### src/rtl/seg7_scan_driver.sv
`default_nettype none
// ============================================================================
// Module      : seg7_scan_driver
// Description : Multiplexed BCD-to-7-segment scan driver. Holds an N-digit
//               BCD value, scans it onto a shared segment bus with one-hot
//               digit enables, applies new values only at frame boundaries,
//               blanks leading zeros and inserts a ghost-guard dead cycle at
//               the end of every digit slot.
// Revision    : 1.0 - initial release
// ============================================================================
module seg7_scan_driver #(
    parameter int NUM_DIGITS = 4,
    parameter int SCAN_DIV   = 50000,
    parameter int ACTIVE_LOW = 1,
    parameter int BLANK_LZ   = 1
) (
    input  logic                    clk,
    input  logic                    rst,
    input  logic                    en,
    input  logic                    load,
    input  logic [4*NUM_DIGITS-1:0] bcd_in,
    input  logic [NUM_DIGITS-1:0]   dp_in,
    output logic [6:0]              seg,
    output logic                    dp,
    output logic [NUM_DIGITS-1:0]   an,
    output logic                    frame_done
);

    localparam int c_p_width = (SCAN_DIV > 1) ? $clog2(SCAN_DIV) : 1;
    localparam int c_i_width = (NUM_DIGITS > 1) ? $clog2(NUM_DIGITS) : 1;

    localparam logic [c_p_width-1:0]  c_p_last   = c_p_width'(SCAN_DIV - 1);
    localparam logic [c_i_width-1:0]  c_i_last   = c_i_width'(NUM_DIGITS - 1);

    // Inactive levels; XOR with these turns active-high internals into pin levels.
    localparam logic                  c_dp_off   = (ACTIVE_LOW != 0);
    localparam logic [6:0]            c_seg_off  = {7{c_dp_off}};
    localparam logic [NUM_DIGITS-1:0] c_an_off   = {NUM_DIGITS{c_dp_off}};
    localparam logic                  c_blank_en = (BLANK_LZ != 0);

    // Active-high {a,b,c,d,e,f,g}; 0xA is a dash, 0xB-0xF are dark.
    function automatic logic [6:0] f_glyph(input logic [3:0] code);
        logic [6:0] g;
        case (code)
            4'h0:    g = 7'b1111110;
            4'h1:    g = 7'b0110000;
            4'h2:    g = 7'b1101101;
            4'h3:    g = 7'b1111001;
            4'h4:    g = 7'b0110011;
            4'h5:    g = 7'b1011011;
            4'h6:    g = 7'b1011111;
            4'h7:    g = 7'b1110000;
            4'h8:    g = 7'b1111111;
            4'h9:    g = 7'b1111011;
            4'hA:    g = 7'b0000001;
            default: g = 7'b0000000;
        endcase
        return g;
    endfunction

    logic [c_p_width-1:0]    r_p;
    logic [c_i_width-1:0]    r_i;
    logic [4*NUM_DIGITS-1:0] r_disp_bcd;
    logic [NUM_DIGITS-1:0]   r_disp_dp;
    logic [4*NUM_DIGITS-1:0] r_pend_bcd;
    logic [NUM_DIGITS-1:0]   r_pend_dp;
    logic                    r_pend_valid;

    logic                    w_slot_end;
    logic                    w_wrap;
    logic                    w_lit;
    logic [3:0]              w_code;
    logic                    w_dp_sel;
    logic                    w_blank;
    logic                    w_zero_above;
    logic [NUM_DIGITS-1:0]   w_an_hi;
    logic [6:0]              w_seg_hi;

    // The last prescaler count of a slot is the ghost-guard cycle; the last
    // slot's guard cycle is the frame wrap.
    assign w_slot_end = (r_p == c_p_last);
    assign w_wrap     = en && w_slot_end && (r_i == c_i_last);
    assign w_lit      = en && !w_slot_end;

    // Select the current digit and decide leading-zero blanking, scanning
    // from the most significant digit down so w_zero_above accumulates.
    always_comb begin
        w_code       = 4'h0;
        w_dp_sel     = 1'b0;
        w_blank      = 1'b0;
        w_an_hi      = '0;
        w_zero_above = 1'b1;
        for (int k = NUM_DIGITS - 1; k >= 0; k--) begin
            w_zero_above = w_zero_above && (r_disp_bcd[4*k +: 4] == 4'h0);
            if (r_i == c_i_width'(k)) begin
                w_code     = r_disp_bcd[4*k +: 4];
                w_dp_sel   = r_disp_dp[k];
                w_an_hi[k] = 1'b1;
                w_blank    = c_blank_en && (k > 0) && w_zero_above;
            end
        end
    end

    assign w_seg_hi = w_blank ? 7'b0000000 : f_glyph(w_code);

    // Prescaler and digit index; both freeze while en is low.
    always_ff @(posedge clk or posedge rst) begin
        if (rst) begin
            r_p <= '0;
            r_i <= '0;
        end else if (en) begin
            if (w_slot_end) begin
                r_p <= '0;
                r_i <= (r_i == c_i_last) ? '0 : r_i + 1'b1;
            end else begin
                r_p <= r_p + 1'b1;
            end
        end
    end

    // Pending capture and frame-synchronous apply; a load on the wrap cycle
    // bypasses pending so it shows in the frame that starts right away.
    always_ff @(posedge clk or posedge rst) begin
        if (rst) begin
            r_disp_bcd   <= '0;
            r_disp_dp    <= '0;
            r_pend_bcd   <= '0;
            r_pend_dp    <= '0;
            r_pend_valid <= 1'b0;
        end else if (load && w_wrap) begin
            r_disp_bcd   <= bcd_in;
            r_disp_dp    <= dp_in;
            r_pend_valid <= 1'b0;
        end else begin
            if (w_wrap && r_pend_valid) begin
                r_disp_bcd   <= r_pend_bcd;
                r_disp_dp    <= r_pend_dp;
                r_pend_valid <= 1'b0;
            end
            if (load) begin
                r_pend_bcd   <= bcd_in;
                r_pend_dp    <= dp_in;
                r_pend_valid <= 1'b1;
            end
        end
    end

    // Output registers with polarity applied; dark when disabled or guarding.
    always_ff @(posedge clk or posedge rst) begin
        if (rst) begin
            seg        <= c_seg_off;
            dp         <= c_dp_off;
            an         <= c_an_off;
            frame_done <= 1'b0;
        end else begin
            if (w_lit) begin
                seg <= w_seg_hi ^ c_seg_off;
                dp  <= w_dp_sel ^ c_dp_off;
                an  <= w_an_hi ^ c_an_off;
            end else begin
                seg <= c_seg_off;
                dp  <= c_dp_off;
                an  <= c_an_off;
            end
            frame_done <= w_wrap;
        end
    end

endmodule
`default_nettype wire

### config.mk
export PLATFORM = sky130hd
export DESIGN_NAME = seg7_scan_driver
export DESIGN_NICKNAME = d
export VERILOG_FILES = /design/src/rtl/seg7_scan_driver.sv
export SDC_FILE = /design/constraint.sdc
export NUM_CORES = 1
export LEC_CHECK = 0
export CAP_MARGIN = 20
export CORE_UTILIZATION = 56
export CTS_CLUSTER_DIAMETER = 80
export DETAILED_ROUTE_END_ITERATION = 8
export PLACE_DENSITY = 0.79
export SLEW_MARGIN = 20
export SYNTH_ARGS = -nofsm -noshare
export SYNTH_HDL_FRONTEND = slang
export SYNTH_SLANG_ARGS = --single-unit
### constraint.sdc
create_clock -name clk -period 3.35 [get_ports clk]
set_clock_uncertainty 0.15 [all_clocks]
set_input_delay 0.67 -clock clk [delete_from_list [all_inputs] [get_ports clk]]
set_output_delay 0.67 -clock clk [all_outputs]
set_load 0.02 [all_outputs]
== Yosys cells after proc, flatten, opt, wreduce, memory -nomap -nowiden ==
Memory sizes are Yosys's and may differ from the RTL's.
Index checks and enable logic that the tools add are counted.

* Memories: 1
* Logic and storage cells: 67
* Output and inout port bits: 13
* Memory bits (read-only): 112
* Register bits after elaboration: 72
* Input bits: 24

{| class="wikitable"
|+ Memory list
! name !! words !! width !! rd ports !! clocked after memory_dff !! write ports !! line !! RTL
|-
| (no name shown) || 16 || 7 || 1 || 0 || 0 || 44 || <nowiki>case (code)</nowiki>
|}

* Muxes and demuxes: 29
* Equal/unequal tests: 4
* Reductions and logical operators: 16
* Bitwise logic cells: 4
* $add $sub $neg: 2

{| class="wikitable"
|+ Operators with widths
! operator !! count
|-
| $mux 16 || 3
|-
| $mux 4 || 7
|-
| $add 16x1->16 const B || 1
|-
| $eq 16x16->1 const B || 1
|-
| $mux 1 || 16
|-
| $mux 7 || 2
|-
| $logic_not 4->1 || 3
|-
| $logic_and 1x1->1 || 7
|-
| $not 7->7 || 1
|-
| $eq 2x2->1 const B || 2
|-
| $not 4->4 || 1
|-
| $reduce_and 2->1 || 2
|-
| $reduce_bool 3->1 || 1
|-
| $add 2x1->2 const B || 1
|-
| $eq 2x1->1 const B || 1
|-
| $logic_not 2->1 || 1
|-
| $mux 2 || 1
|-
| $not 1->1 || 2
|-
| $reduce_bool 2->1 || 1
|-
| $logic_not 1->1 || 1
|}

== Longest topological paths before layout ==
An unclocked memory read counts as a cell.

* Depth in word-level cells: 9
* Mapped depth: 13
* Depth with buffers taken out: 12

== Worst setup path before layout ==
OpenSTA, ideal clock, no wires.

* Kind: reg-to-reg
* From: register r_p[11]
* To: register r_disp_bcd[0]
* Arrival: 2348 ps
* Path slack: 715 ps
* Buffers on the path: 3
* Cell stages (with the launch flop): 9
* Clock period less this slack: 2635 ps
* Setup time: 137 ps
* Required time: 3063 ps
* Cell sequence: dfrtp_1 > or4b_1 > or4_1 > buf_2 > or2_1 > buf_6 > buf_6 > o32ai_1 > a21oi_1

* Word-level cells in the longest chain between the ends: 5
* Elaborated cells between the ends (all ways): 7
* Those cells by class: eq/ne: 1; mux: 1; reduce/logical: 5

{| class="wikitable"
|+ RTL lines
! what !! line !! RTL
|-
| from (decl) || 61 || <nowiki>logic [c_p_width-1:0] r_p;</nowiki>
|-
| from (signal assigned) || 116 || <nowiki>r_p <= r_p + 1'b1;</nowiki>
|-
| $eq 16x16->1 (*) || 81 || <nowiki>assign w_slot_end = (r_p == c_p_last);</nowiki>
|-
| $logic_and 1x1->1 (*) (2 in series) || 82 || <nowiki>assign w_wrap = en && w_slot_end && (r_i == c_i_last);</nowiki>
|-
| $logic_and 1x1->1, on equally long branches || 130, 135 ||
|-
| $mux 16 / $reduce_bool 2->1 (equally long branches) || - ||
|-
| to (signal assigned) || 131 || <nowiki>r_disp_bcd <= bcd_in;</nowiki>
|-
| to (signal assigned) || 136 || <nowiki>r_disp_bcd <= r_pend_bcd;</nowiki>
|-
| to (decl) || 63 || <nowiki>logic [4*NUM_DIGITS-1:0] r_disp_bcd;</nowiki>
|}

Every way passes the cells marked *; elsewhere a longest branch is shown, timed or not.
A chain may end at the register's enable or synchronous reset.

== Final worst setup path ==
* From: register r_p[11]
* To: register r_disp_bcd[4]

The elaborated chain is that of the path after synthesis.

==> metrics.json <==
{
  "outcome": "complete, no violations",
  "synth-seq-cells": 72,
  "post_synth_mux_area_share_pct": 7.17,
  "syn-instance-count": 328,
  "drt-total-wl_mm": 7.89,
  "startpoint_type_of_the_worst_setup_path": "register",
  "dominant_combinational_cell_family_by_area_after_synthesis": "compound AO/OA/AOI/OAI gates",
  "critical_path_arrival_ns": 3.01,
  "final_hold_slack_ns": 0.348,
  "grt_first_pass_wirelength_mm": 13.2,
  "die_h_um": 81.8,
  "worst_setup_path_end_kind": "register",
  "power_density_nw_per_um2": 437,
  "clock_sink_count": 72,
  "cts_setup_buffers": 0,
  "vdd_drop_max_mv": 0.330,
  "critical_path.n_buffers_inverters": 0,
  "timing.slew.headroom_pct": 50.0,
  "timing.setup.critical_path_class": "register to register",
  "drive_gt1_share_pct": 16.4,
  "synth_fa_ha_area_share_pct": 3.51,
  "vias": 2716,
  "yosys.area_share.simple_pct": 13.6,
  "tritoncts": "done",
  "synthArstFlopShare_pct": 100,
  "critical_path_cell_with_the_highest_stage_delay": "sky130_fd_sc_hd__or4_1",
  "crit_path_cell_trace": "or4b_1 > or4_1 > or2_1 > o32ai_1 > a21oi_1",
  "fin_nets": 401,
  "dominantRegCellSynth": "sky130_fd_sc_hd__dfrtp_1",
  "timing.critical_path.fanout_max": 16,
  "grt_pass1_vias": 2642,
  "clk_root_buffer_cell": "sky130_fd_sc_hd__clkbuf_8",
  "dp_hpwl_mm": 5.45,
  "tritoncts.num_buffers": 9,
  "synth_compound_gate_area_share_pct": 17.5,
  "hold_class": "register to register",
  "finalSetupViolCount": 0,
  "width_of_the_chip_um": 81.8,
  "final_core_util_pct": 69.9,
  "grt_max_degree": 46,
  "yosys_warnings": 0,
  "place.port_buffers": 36,
  "final_common_cell": "sky130_fd_sc_hd__dfrtp_1",
  "antenna_violations_before_repair": 0,
  "ant_nets": 0,
  "synth_area_per_cell_um2": 10.9,
  "final-seq-area_um2": 1820,
  "dpl-instance-area_um2": 4010,
  "netlist-cell-type-count": 46,
  "grt_util_all_layers_pct": 26.8,
  "pin_count": 37,
  "per_cell_routed_wire_length_um": 17.7,
  "fillers": 450,
  "max_freq_mhz": 338,
  "vias_per_cell": 6.08,
  "post-route-worst-setup-slack_ns": 0.393,
  "wl_met3_um": 368,
  "finish.cell_count_without_fillers": 447,
  "cts_hold_buffers": 0,
  "route.met2.wl_mm": 3.80,
  "finalHoldViolCount": 0,
  "worst_path_largest_cell_delay_ns": 0.66,
  "highest-signal-layer": "met4",
  "report.final.slew_viol_count": 0,
  "max-cap-violations": 0,
  "gr-total-overflow": 0,
  "share_of_the_clock_period_used_by_the_worst_path_pct": 88.3,
  "drtIter0Drc": 200,
  "place_congestion": 0.894,
  "drc": 0,
  "multiInputGateArea_um2": 1610,
  "total_power_mw": 1.84,
  "final_cell_mix": "sky130_fd_sc_hd__dfrtp_1, sky130_fd_sc_hd__clkdlybuf4s50_1, sky130_fd_sc_hd__nand2_1, sky130_fd_sc_hd__mux2_2",
  "power_leakage_nw": 1.77,
  "core.rowCount": 28,
  "effective_utilization_at_floorplan_pct": 59.1,
  "layout.cell_area.non_filler_um2": 4210,
  "fin_crit_ns": 2.96,
  "synthToLayoutAreaGrowth_pct": 18.3,
  "path_clk_slew_ns": 0.07,
  "routedLengthMet1_mm": 3.63,
  "grt_setup_unrepaired": "no",
  "required_ns": 3.40,
  "cpLargestDelayFamily": "simple AND/OR/NAND/NOR gates",
  "placeableCoreArea_um2": 6030,
  "postCtsResizedCells": 0,
  "clock_tree.buffer_depth": 2,
  "synthXorXnorAreaFrac_pct": 3.44,
  "timing_worst_slew_pin_value_ns": 0.746,
  "synth-edff-count": 0,
  "instance_count_after_placement_with_tap_cells_included": 431,
  "antennaDiodeCount": 0,
  "dr.pass1.iters": 4,
  "die_area_um2": 6680,
  "mappedNetlistArea_um2": 3560,
  "clock_tree.htree_level_count": 3,
  "tns_ns": 0,
  "dp_worst_setup_slack_ns": 0.486,
  "yosysSeqAreaShare_pct": 51.0,
  "worst_skew_pair.late_latency_ns": 0.34,
  "synth_nets": 362
}
## cell type report
class,instances,share of cell area (%)
Clock inverter,3,0.950
Tap cell,75,2.23
Clock buffer,13,3.77
Multi-Input combinational cell,225,38.2
Inverter,14,1.25
Sequential cell,72,43.1
Timing Repair Buffer,45,10.5
## Yosys cell counts, drive strengths merged (2+ instances only)
cell | instances | share of area, %
nor2b | 4 | 0.70
inv | 14 | 1.5
o32ai | 14 | 3.4
dfrtp | 60 | 42
o2bb2ai | 10 | 2.5
nand3 | 11 | 1.5
or4 | 2 | 0.42
nor4 | 2 | 0.35
clkbuf | 10 | 1.1
and2 | 8 | 1.4
mux2i | 3 | 0.84
a21oi | 17 | 2.4
a21bo | 3 | 0.84
a31oi | 9 | 1.6
nor2 | 17 | 1.8
buf | 7 | 1.3
xor2 | 5 | 1.2
or4b | 2 | 0.56
xnor2 | 9 | 2.2
nand4 | 5 | 0.88
dfstp | 12 | 8.9
a21o | 3 | 0.63
a221o | 4 | 1.1
o21a | 2 | 0.42
nand4bb | 2 | 0.63
nand2 | 24 | 2.5
o21ai | 15 | 2.2
nor3 | 6 | 1.2
ha | 10 | 3.5
nand3b | 4 | 0.84
o41ai | 3 | 0.74
a22oi | 2 | 0.42
mux2 | 20 | 6.3
## sequential cells by signal, summed over array words and instances (netlist names)
register and count:
r_p 16, r_pend_dp 4, r_pend_valid 1, r_i 2, an 4, seg 7
r_disp_bcd 16, r_disp_dp 4, frame_done 1, r_pend_bcd 16, dp 1
## cell families (layout without fill, tap and decap cells)
logic type | after synthesis | count (layout)
xor gates and xnor gates | 14 | 14
AOI/OAI and AO/OA | 87 | 87
adders and majority gates | 10 | 10
and+or+nand+nor | 91 | 91
DFF | 72 | 72
buffers and inverters | 31 | 75
muxes | 23 | 23
## metal layers
layer | GRT usage [%] | vias to the layer above
li1 | - | 1288
met1 | 38.6 | 1330
met2 | 40.7 | 90
met3 | 4.33 | 8
met4 | 10.0 | 0
met5 | 0 | -
## final timing paths
path	startpoint	end	slack, ns	cells past startpoint
setup / recovery	r_p[11]	r_disp_bcd[4]	0.39	5
hold reg to reg	r_p[13]	r_p[13]	0.35	1
setup reg to reg	r_p[11]	r_disp_bcd[4]	0.39	5
hold / removal	r_p[13]	r_p[13]	0.35	1
max in group asynchronous	rst	r_p[13]	1.85	3
min in group asynchronous	rst	r_disp_bcd[12]	0.56	2
## report_power, final
part           switching [mW]  internal, mW
logic                  0.0798        0.0864
registers              0.0527         0.923
clock network           0.316         0.383
total                   0.449          1.39
Note: power is estimated with default switching activity, not from simulation.
==> patch 1 (same flow settings) <==
The parameter `NUM_DIGITS` goes from 4 to 8.
--- a/src/rtl/seg7_scan_driver.sv
+++ b/src/rtl/seg7_scan_driver.sv
@@ -10,5 +10,5 @@
 // ============================================================================
 module seg7_scan_driver #(
-    parameter int NUM_DIGITS = 4,
+    parameter int NUM_DIGITS = 8,
     parameter int SCAN_DIV   = 50000,
     parameter int ACTIVE_LOW = 1,
Interface: changed (resized an, bcd_in and dp_in); port bits go from 37 to 61. The function was not compared with the original's and may differ.
==> patch 1 against the unedited design <==
  * Combinational power rose by 84%
  * Final area rose by 73%
  * Setup slack got worse by 0.19 ns
  * Routed wire length rose by 82%
  * Count of clock-buffer cells in the layout rose by 7
  * Area after synthesis rose by 67%
  * Critical endpoint is now seg[2]
  * Sequential cell count rose by 45
  * Cell count rose by 69%
  * Global-route usage rose by 0.72 points
  * Largest power group is now the clock network
  * Power rose by 110%
==> patch 1: results (changes against the unedited design) <==
status: "finished, final reports clean"
cts_buffers: 17  # +8
hold_class: "reg -> reg"
root_buffer: "clkbuf_8"
drtIter0Drc: 456  # +130%
met1_usage_pct: 34.7  # -3.9 points
cts_resized: 0  # unchanged
drt-total-wl_um: 14400  # +82%
syn_nets: 601  # +66%
holdCritStartpoint: "r_p[13]"
gp_congestion: 0.908  # +1.6%
grt_pass1_vias: 4824  # +83%
synthTopCellsByCount: "dfrtp_1 (101), o22ai_1 (58), nand2_1 (47)"
dp_hpwl_um: 9090  # +67%
layout-drive-gt1-share_pct: 18.4  # +2.0 points
vias: 4728  # +74%
cts_max_level: 4  # +1
grt_pass1_wl_um: 23700  # +80%
clk_pin_slew_ns: 0.06
worstMarginPinSlew_ns: 0.876  # +0.130 ns
crit_path_max_fanout: 17  # +1
grt_start_max_net_pins: 118  # +160%
fill_cells: 702  # +56%
ys_warn_count: 0  # unchanged
grt_use_met3_pct: 6.30  # +2.0 points
diodes: 0  # unchanged
r2r_start: "r_i[0]"
clock_path_buffers: 2  # unchanged
use_met2_pct: 46.0  # +5.2 points
ys_seq_area_share_pct: 49.6  # -1.4 points
ir_worst_vdd_uv: 289  # -12%
place_area_mm2: 0.00665  # +66%
clk_latency_ns: 0.52  # +0.18 ns
p_leak_nw: 3.19  # +80%
netlist_top_cells_area: "dfrtp_1 (43%), mux2_4 (10%), dfstp_2 (7.1%)"
hold_depth: 1  # unchanged
grt_util_all_layers_pct: 27.5  # +0.72 points
r2r_cells: 11  # +6
io_buffers: 60  # +67%
antenna_found_initial: 0  # unchanged
startpoint: "r_i[0]"
dr.pass1.iters: 5  # +1
cp.arrival_ns: 3.42  # +0.41 ns
fin_nets: 661  # +65%
synth_cell_types: 62  # +35%
post-cts-setup-buffer-count: 0  # unchanged
synth-async-reset-ratio_pct: 100  # unchanged
top_regs: "r_disp_bcd: 32 flops, r_pend_bcd: 32 flops, r_p: 16 flops"
==> patch 1: cell types whose count changed in the layout (fill, tap and decap cells not counted), sizes merged, moves of 10 or more <==
| cell | change |
|---|---|
| o32ai | -14 |
| nand2 | +24 |
| clkdlybuf4s50 | +24 |
| o22ai | +58 |
| dfrtp | +41 |
| o2bb2ai | -10 |
| mux2 | +21 |
| a21oi | +19 |
| o21ai | +13 |
==> patch 1: worst paths after layout <==
path | end | slack, ns
setup / recovery | seg[2] | 0.20
hold / removal | r_p[13] | 0.34
setup reg to reg | seg[2] | 0.20
hold reg to reg | r_p[13] | 0.34
max in group asynchronous | r_disp_dp[3] | 2.07
min in group asynchronous | r_pend_bcd[31] | 0.52
==> patch 1: cell type report <==
| type | instances | area (um^2) | share of cell area (%) |
|---|---|---|---|
| Sequential cell | 117 | 2950 | 40.6 |
| Inverter | 12 | 48.8 | 0.671 |
| Clock inverter | 12 | 176 | 2.43 |
| Tap cell | 136 | 170 | 2.34 |
| Timing Repair Buffer | 76 | 733 | 10.1 |
| Clock buffer | 20 | 445 | 6.13 |
| Multi-Input combinational cell | 381 | 2750 | 37.8 |
==> patch 1: kinds of logic after synthesis <==
family	Yosys count	share of synthesized area, %
xor gates and xnor gates	12	1.77
and+or+nand+nor	146	13.8
DFF	117	49.6
AOI/OAI and AO/OA	165	17.0
buffers and inverters	47	4.21
muxes	46	11.1
adders and majority gates	12	2.53
==> patch 1: per-stage QoR <==
step / util, % / setup slack [ns] / power (mW) / cells
2_1_floorplan: - / 0.358 / 1.79 / 545
3_3_place_gp: 64.4 / 0.436 / 1.89 / 722
3_5_place_dp: 64.4 / 0.327 / 1.91 / 722
4_1_cts: 70.4 / 0.289 / 3.81 / 754
5_1_grt: 70.4 / 0.00846 / 3.91 / 754
6_report: 70.4 / 0.202 / 3.80 / 754
==> patch 1: where the power goes <==
group	internal, mW	leakage (nW)	switching [mW]
Sequential	1.50	1.47	0.0828
Combinational	0.178	1.43	0.127
Clock	1.25	0.290	0.665
Total	2.93	3.19	0.875
==> patch 1: metal layers <==
metal / routed length, um / part of all wire, % / up-vias
li1: - / - / 2135
met1: 6040 / 42 / 2355
met2: 7200 / 50 / 206
met3: 852 / 5.9 / 32
met4: 311 / 2.2 / 0
met5: 0 / 0 / -
==> patch 1: worst max-delay path, cell delays in order, from the launching register on <==
cell and delay [ns]:
dfrtp_1 0.42, inv_1 0.10, ha_1 0.52, o21ai_0 0.21
and2_1 0.23, a211oi_1 0.29, o22a_1 0.28, inv_1 0.10
ha_1 0.23, o22ai_1 0.19, a21oi_1 0.06, o21ai_0 0.25
==> patch 2 (config.mk and constraints unchanged) <==
Made on the original files. Make the reset (`rst`) synchronous in 3 clocked blocks.
--- a/src/rtl/seg7_scan_driver.sv
+++ b/src/rtl/seg7_scan_driver.sv
@@ -105,5 +105,5 @@
 
     // Prescaler and digit index; both freeze while en is low.
-    always_ff @(posedge clk or posedge rst) begin
+    always_ff @(posedge clk) begin
         if (rst) begin
             r_p <= '0;
@@ -121,5 +121,5 @@
     // Pending capture and frame-synchronous apply; a load on the wrap cycle
     // bypasses pending so it shows in the frame that starts right away.
-    always_ff @(posedge clk or posedge rst) begin
+    always_ff @(posedge clk) begin
         if (rst) begin
             r_disp_bcd   <= '0;
@@ -147,5 +147,5 @@
 
     // Output registers with polarity applied; dark when disabled or guarding.
-    always_ff @(posedge clk or posedge rst) begin
+    always_ff @(posedge clk) begin
         if (rst) begin
             seg        <= c_seg_off;
Behaviour: differs if rst is asserted again (counterexample within 4 cycles, from zero or initial values and one cycle with rst high); with rst held inactive, the same outputs for 10 cycles.
==> patch 2 against the unedited design <==
  * Critical path depth grew 5
  * Sequential cell count stayed put
  * Cell count rose by 12%
  * Combinational power decreased by 23%
  * Power is 3.9% higher
  * Die area shrank 6.3%
  * Hold slack hardly changed
  * Area after synthesis is 6.4% lower
  * Setup slack improved by 0.28 ns
  * First-iteration DRC count decreased by 18%
  * Final area is 5.3% lower
  * Routed wire length decreased by 14%
==> patch 2: results (changes against the unedited design) <==
status: "finished, final reports clean"
startpoint: "r_i[0]"
muxShareOfSynthArea_pct: 6.61  # -0.56 points
grt_pass1_wl_um: 11600  # -12%
ys_seq_area_share_pct: 43.2  # -7.8 points
layout-drive-gt1-share_pct: 6.09  # -10 points
syn_inst: 393  # +20%
clock_path_buffers: 2  # unchanged
worst_slack_ns: 0.671  # +0.277 ns
vias: 2746  # +1.1%
place_area_mm2: 0.00373  # -7.0%
synth-async-reset-ratio_pct: 0  # -100 points
grt_util_all_layers_pct: 23.7  # -3.1 points
p_leak_nw: 1.59  # -10%
place_inst: 484  # +12%
dp_hpwl_um: 4540  # -17%
grt_start_max_net_pins: 40  # -13%
routedWlPerCell_um: 13.6  # -23%
r2r-end: "seg[6]"
slew_headroom_pct: 49.8  # -0.19 points
dp_slack_ns: 0.526  # +0.0401 ns
fin_nets: 457  # +14%
gp_congestion: 0.845  # -5.5%
grt_pass1_vias: 2554  # -3.3%
r2r_cells: 10  # +5
ir_worst_vdd_uv: 366  # +11%
synth_compound_area_share_pct: 13.8  # -3.7 points
cts_max_level: 3  # unchanged
syn_nets: 427  # +18%
cp.arrival_ns: 2.77  # -0.24 ns
drtIter0Drc: 165  # -18%
r2r_start: "r_i[0]"
viasPerCell: 5.50  # -9.4%
synthTopCellsByCount: "dfxtp_1 (72), nor2_1 (65), nand2_1 (54)"
fill_cells: 481  # +6.9%
yosys.area_share.adder_pct: 3.75  # +0.24 points
holdCritStartpoint: "r_pend_dp[0]"
-- patch 2: cell types whose count changed after synthesis, moves of 18 or more --
cell | before | now
a22oi_1 | 2 | 20
dfrtp_1 | 60 | 0
mux2i_1 | 3 | 22
nand2_1 | 24 | 54
dfxtp_1 | 0 | 72
nor2_1 | 17 | 65
mux2_2 | 20 | 0
-- patch 2: how the worst min path moves through the flow --
stage / to / slack [ns] / cells after the start
global placement: r_pend_dp[0] / 0.32 / 2
CTS: r_pend_dp[2] / 0.35 / 2
global route: r_pend_bcd[2] / 0.38 / 2
detailed placement: r_pend_dp[2] / 0.34 / 2
floorplan: r_pend_bcd[0] / 0.31 / 2
finish: r_pend_dp[0] / 0.35 / 2
-- patch 2: logic make-up after synthesis --
group	count (synthesis)
AO/OA/AOI/OAI	70
XOR/XNOR	15
buffers and inverters	35
flip-flops	72
AND/OR/NAND/NOR	169
adder cells (fa/ha/maj)	10
multiplexers	22
-- patch 2: final cells by class --
type | count | area (um^2) | share of cell area (%)
multi-input cells | 286 | 1730 | 43.5
flip-flops and latches | 72 | 1440 | 36.1
repair buffers | 43 | 425 | 10.7
clock inverters | 6 | 133 | 3.33
clock buffers | 9 | 124 | 3.11
well taps | 72 | 90.1 | 2.26
inverters | 11 | 41.3 | 1.04
-- patch 2: where the power goes --
| part | switching (mW) | internal, mW | leakage, nW |
|---|---|---|---|
| clock | 0.329 | 0.565 | 0.125 |
| sequential | 0.0151 | 0.877 | 0.587 |
| combinational | 0.0613 | 0.0653 | 0.877 |
| total | 0.405 | 1.51 | 1.59 |
-- patch 2: metal layers --
layer	vias to the layer above	track usage, %	share of wire (%)
li1	1413	-	-
met1	1275	30.9	50
met2	56	38.6	46
met3	2	5.52	3.3
met4	0	7.64	0.46
met5	-	0	0
-- patch 2: critical path: stages, from the launching register on --
cell	delay (ns)
dfxtp_1	0.40
inv_1	0.09
ha_1	0.33
nor2_1	0.17
nand3_1	0.10
a32oi_1	0.48
inv_1	0.19
ha_1	0.23
o21ai_0	0.11
nand3_1	0.11
a21o_1	0.21
